[config.mk]
export PLATFORM = sky130hd
export DESIGN_NAME = gpi_rx_filter
export DESIGN_NICKNAME = d
export VERILOG_FILES = /design/src/rtl/gpi_rx_filter.sv
export SDC_FILE = /design/constraint.sdc
export NUM_CORES = 1
export LEC_CHECK = 0
export ABC_AREA = 1
export CORE_ASPECT_RATIO = 0.6
export CORE_UTILIZATION = 30
export DETAILED_ROUTE_END_ITERATION = 12
export GPL_TIMING_DRIVEN = 0
export PLACE_DENSITY = 0.47
export SETUP_SLACK_MARGIN = 0.05
export SYNTH_ARGS = -nofsm -noshare
export SYNTH_HDL_FRONTEND = slang
export SYNTH_SLANG_ARGS = --single-unit
export TNS_END_PERCENT = 5
[constraint.sdc]
create_clock -name clk_i -period 1.7 [get_ports clk_i]
set_input_delay 0.17 -clock clk_i [delete_from_list [all_inputs] [get_ports clk_i]]
set_output_delay 0.17 -clock clk_i [all_outputs]
set_load 0.01 [all_outputs]
[src/rtl/gpi_rx_filter.sv]
// Multi-channel GPI receiver: IE gating, pad synchroniser, glitch-filter
// debounce, configurable edge detection, sticky status and combined interrupt.
module gpi_rx_filter #(
  parameter int unsigned NCH         = 8,
  parameter int unsigned SYNC_STAGES = 2,
  parameter int unsigned CNT_W       = 8
) (
  input  logic               clk_i,
  input  logic               rst_ni,
  input  logic [NCH-1:0]     pad_di_i,
  input  logic [NCH-1:0]     ie_i,
  input  logic [CNT_W-1:0]   thresh_i,
  input  logic [2*NCH-1:0]   mode_i,
  input  logic [NCH-1:0]     irq_en_i,
  input  logic [NCH-1:0]     clr_i,
  output logic [NCH-1:0]     level_o,
  output logic [NCH-1:0]     edge_o,
  output logic [NCH-1:0]     status_o,
  output logic               irq_o
);

  logic [NCH-1:0]   sync_q [SYNC_STAGES];
  logic [CNT_W-1:0] cnt_q  [NCH];
  logic [NCH-1:0]   level_q;
  logic [NCH-1:0]   level_d1_q;
  logic [NCH-1:0]   edge_q;
  logic [NCH-1:0]   status_q;
  logic             irq_q;

  logic [NCH-1:0]   in_c;
  logic [NCH-1:0]   s_c;
  logic [NCH-1:0]   edge_next_c;
  logic [NCH-1:0]   status_next_c;

  // Gating ahead of the synchroniser, edge qualification and sticky status update
  always_comb begin
    in_c          = pad_di_i & ie_i;
    s_c           = sync_q[SYNC_STAGES-1];
    edge_next_c   = '0;
    for (int n = 0; n < int'(NCH); n++) begin
      edge_next_c[n] = (level_q[n] & ~level_d1_q[n] & mode_i[2*n]) |
                       (~level_q[n] & level_d1_q[n] & mode_i[2*n+1]);
    end
    // A new event outranks a coincident clear
    status_next_c = (status_q & ~clr_i) | edge_q;
  end

  // Synchroniser, debounce counters, edge/status/irq registers
  always_ff @(posedge clk_i) begin
    if (!rst_ni) begin
      for (int i = 0; i < int'(SYNC_STAGES); i++) sync_q[i] <= '0;
      for (int n = 0; n < int'(NCH); n++) cnt_q[n] <= '0;
      level_q    <= '0;
      level_d1_q <= '0;
      edge_q     <= '0;
      status_q   <= '0;
      irq_q      <= 1'b0;
    end else begin
      sync_q[0] <= in_c;
      for (int i = 1; i < int'(SYNC_STAGES); i++) sync_q[i] <= sync_q[i-1];
      for (int n = 0; n < int'(NCH); n++) begin
        if (s_c[n] == level_q[n]) begin
          cnt_q[n] <= '0;
        end else if (cnt_q[n] >= thresh_i) begin
          level_q[n] <= s_c[n];
          cnt_q[n]   <= '0;
        end else begin
          cnt_q[n] <= cnt_q[n] + CNT_W'(1);
        end
      end
      level_d1_q <= level_q;
      edge_q     <= edge_next_c;
      status_q   <= status_next_c;
      irq_q      <= |(status_next_c & irq_en_i);
    end
  end

  assign level_o  = level_q;
  assign edge_o   = edge_q;
  assign status_o = status_q;
  assign irq_o    = irq_q;

endmodule

==> flow_metrics.py <==
metrics = {
    "clocking": {
        "clock-sinks": 113,
        "cts_root_buf": "clkbuf_16",
        "insertion_delay_ns": 0.41,
        "cts_tree": "built",
        "path_clk_slew_ns": 0.06,
        "clk_path_buf_depth": 2,
        "numCtsBuffers": 17,
        "cts_max_level": 4,
    },
    "cells_and_area": {
        "syn_to_final_growth_pct": 42.6,
        "drive_gt1_share_pct": 18.5,
        "seq_area_um2": 2910,
        "multi_input_area_um2": 3740,
        "final_cells": 1216,
        "diodes": 0,
        "n_fill_cell": 2137,
        "fin_nets": 1054,
    },
    "detailed_routing": {
        "drc_errors": 0,
        "vias_per_cell": 4.11,
        "ant_nets": 0,
        "wl_per_cell_um": 13.1,
        "routed_wl_um": 15900,
        "maxUsedRoutingLayer": "met4",
        "detail_route.first_pass.iterations": 4,
        "via_count": 4993,
        "wl_met2_um": 6360,
        "drt_iter0_drc": 188,
        "drt-met1-wl_um": 8940,
        "dr_wl_met3_um": 451,
    },
    "timing": {
        "fin_crit_sh_pct": 97.0,
        "max_slew_margin_pct": 55.9,
        "hold_violations": 0,
        "rsz0062_at_grt": "yes",
        "slew_violations": 0,
        "finalCriticalPeriod_ns": 1.65,
        "layout_setup_ws_ns": 0.0507,
        "fin_skew_ns": 0.00932,
        "setup_viol": 0,
        "worstMarginPinSlew_ns": 0.661,
        "fmax_ghz": 0.606,
    },
    "grt": {
        "grt_antenna_before_repair": 0,
        "gr-total-overflow": 0,
        "grt_usage_pct": 15.4,
        "grt_pass1_wl_um": 25200,
        "grt_pass1_vias": 4722,
        "grt_max_degree": 17,
    },
    "synthesis": {
        "avgSynthCellArea_um2": 8.75,
        "postSynthCellCount": 735,
        "seq_area_frac_synth_pct": 45.1,
        "post_synth_num_cell_types": 30,
        "ys_warn_count": 0,
        "netlist_area_um2": 6430,
        "synth.ff_latch_count": 113,
    },
    "setup_path": {
        "slowest_stage": "clkdlybuf4s50_1",
        "crit_chain": "clkdlybuf4s50_1 -> inv_1 -> ha_1 -> nand2_1 -> nor2_2 -> nand2_2 -> nand4_4 -> nor2_1",
        "path_delay_family": "buffers and inverters",
        "cp-end-kind": "flip-flop",
        "max_stage_delay_ns": 0.45,
        "worstPathRequired_ns": 1.86,
        "crit_arrival_ns": 1.81,
        "crit_type": "in -> reg",
        "cp_max_fo": 8,
        "cp-start-kind": "primary input",
        "cp_num_buf_inv": 2,
    },
    "floorplanning": {
        "die_x_um": 191,
        "initial_core_util_pct": 30.6,
        "dieArea_um2": 22100,
        "ios": 83,
        "die_y_um": 115,
        "row_count": 41,
        "core_area_um2": 21000,
    },
    "place": {
        "placed_cells": 1159,
        "port_buffers": 82,
        "gp_congestion": 0.755,
        "place_hpwl_um": 11500,
        "dpl_worst_slack_ns": -0.657,
    },
    "pwr": {
        "p_leak_nw": 4.07,
        "comb_power_share_pct": 14.1,
        "ir_drop_mv": 0.677,
        "p_per_area_nw_per_um2": 892,
        "p_seq_share_pct": 39.1,
        "swShare_pct": 24.9,
        "p_switching_mw": 2.03,
        "cellInternalPower_mw": 6.15,
        "p_clk_share_pct": 46.8,
    },
    "hold_path": {
        "min_path_type": "in -> reg",
    },
    "status": {
        "status": "complete, no violations",
    },
    "job": {
        "cap_violations": 0,
    },
}
[routing by layer]
| metal | up-vias | global-route usage (%) |
|---|---|---|
| met1 | 2194 | 23.0 |
| li1 | 2731 | - |
| met4 | 0 | 4.96 |
| met5 | - | 0 |
| met3 | 17 | 3.33 |
| met2 | 51 | 21.9 |
[final timing paths]
kind	depth (start not counted)	end	from	slack, ns
worst min register to register	2	sync_q[0][8]	sync_q[0][0]	0.41
worst min-delay path	3	sync_q[0][2]	ie_i[2]	0.28
worst max-delay path	8	cnt_q[0][14]	thresh_i[4]	0.05
worst max register to register	5	cnt_q[1][18]	cnt_q[1][21]	0.10
[power by group through the flow]
stage               Clock, mW  Sequential, mW  Combinational, mW
detailed placement          0            3.24              0.970
global route             4.03            3.22               1.31
floorplan                   0            3.22              0.568
finish                   3.83            3.20               1.15
global placement            0            3.25              0.964
CTS                      3.92            3.19               1.05
[cell type report]
class	instances	area share [%]
inverter	103	4.46
timing repair buffer	107	11.7
tap	279	3.81
multi-input combinational	577	40.8
buffer	5	0.341
sequential	113	31.7
clock inverter	4	0.232
clock buffer	28	6.92
[registers in the layout (all words and copies together) (netlist names)]
register,flops
level_d1_q,8
level_o,8
irq_o,1
status_o,8
edge_o,8
sync_q,16
cnt_q,64
[synth_stat cells]
| cell type | number | area (µm²) |
|---|---|---|
| conb_1 | 1 | 3.75 |
| clkbuf_1 | 2 | 7.51 |
| xnor2_1 | 18 | 158 |
| a211oi_1 | 8 | 60.1 |
| nand3_2 | 5 | 50.1 |
| nor3_1 | 2 | 10.0 |
| nor2_1 | 112 | 420 |
| nand4_4 | 1 | 21.3 |
| o21a_1 | 7 | 52.6 |
| a21o_1 | 1 | 7.51 |
| inv_2 | 1 | 3.75 |
| dfxtp_1 | 49 | 981 |
| nand3_1 | 35 | 175 |
| nand4_1 | 6 | 37.5 |
| xor2_1 | 24 | 210 |
| o21ai_2 | 4 | 35.0 |
| buf_2 | 2 | 10.0 |
| a21oi_1 | 46 | 230 |
| or2_1 | 5 | 31.3 |
| o21ai_0 | 4 | 20.0 |
| nand3b_1 | 1 | 7.51 |
| or2_2 | 1 | 6.26 |
| ha_1 | 72 | 901 |
| nor2_2 | 2 | 12.5 |
| a21oi_2 | 8 | 70.1 |
| inv_1 | 102 | 383 |
| buf_6 | 1 | 11.3 |
| nand3_4 | 2 | 35.0 |
| edfxtp_1 | 64 | 1920 |
| nand2_1 | 149 | 559 |
[timing repair]
| action | CTS | global route |
|---|---|---|
| setup endpoints to repair | 81 | 86 |
| endpoints found under the hold margin | 0 | 0 |
| gates cloned | 0 | 0 |
| setup buffers | 18 | 7 |
| pin swaps | 6 | 42 |
| hold buffers | 0 | 0 |
| resized for setup | 26 | 91 |
[tightest hold or removal path, delay by kind of cell]
family        cells  cell delay [ns]
buf+inv           1             0.39
simple gates      2             0.09
[cell usage in the layout, fill, tap and decap left out, types with 3 or more instances in the layout]
master / count
a211oi_1: 8
a21oi_1: 35
a21oi_2: 19
buf_12: 3
buf_4: 17
buf_6: 6
clkbuf_16: 23
clkbuf_8: 4
clkdlybuf4s50_1: 75
clkinv_2: 3
clkinvlp_4: 6
conb_1: 64
dfxtp_1: 42
dfxtp_2: 7
dlymetal6s2s_1: 5
edfxtp_1: 64
ha_1: 61
ha_4: 11
inv_1: 95
nand2_1: 132
nand2_2: 13
nand2_4: 4
nand3_1: 33
nand3_4: 7
nand4_1: 6
nor2_1: 80
nor2_2: 30
nor2_4: 4
o21a_1: 6
o21ai_0: 4
o21ai_2: 4
or2_1: 5
xnor2_1: 18
xor2_1: 24
[metrics by stage]
step	instance area, µm²	TNS, ns	hold WS, ns	util (%)	power [mW]
CTS	8750	0	0.269	41.6	8.16
global placement	7840	-47.77	0.397	37.3	4.21
detailed placement	7840	-47.16	0.396	37.3	4.22
floorplan	6670	0	0.284	-	3.79
finish	9170	0	0.285	43.6	8.18
global route	9170	-0.0953	0.288	43.6	8.57
[logic make-up after synthesis]
family	synth area share, %
AOI/OAI and AO/OA	7.39
xor gates and xnor gates	5.72
adders and majority gates	14.0
buffers and inverters	6.46
DFF	45.1
other	0.0583
and+or+nand+nor	21.2
Note: power is estimated with default switching activity, not from simulation.
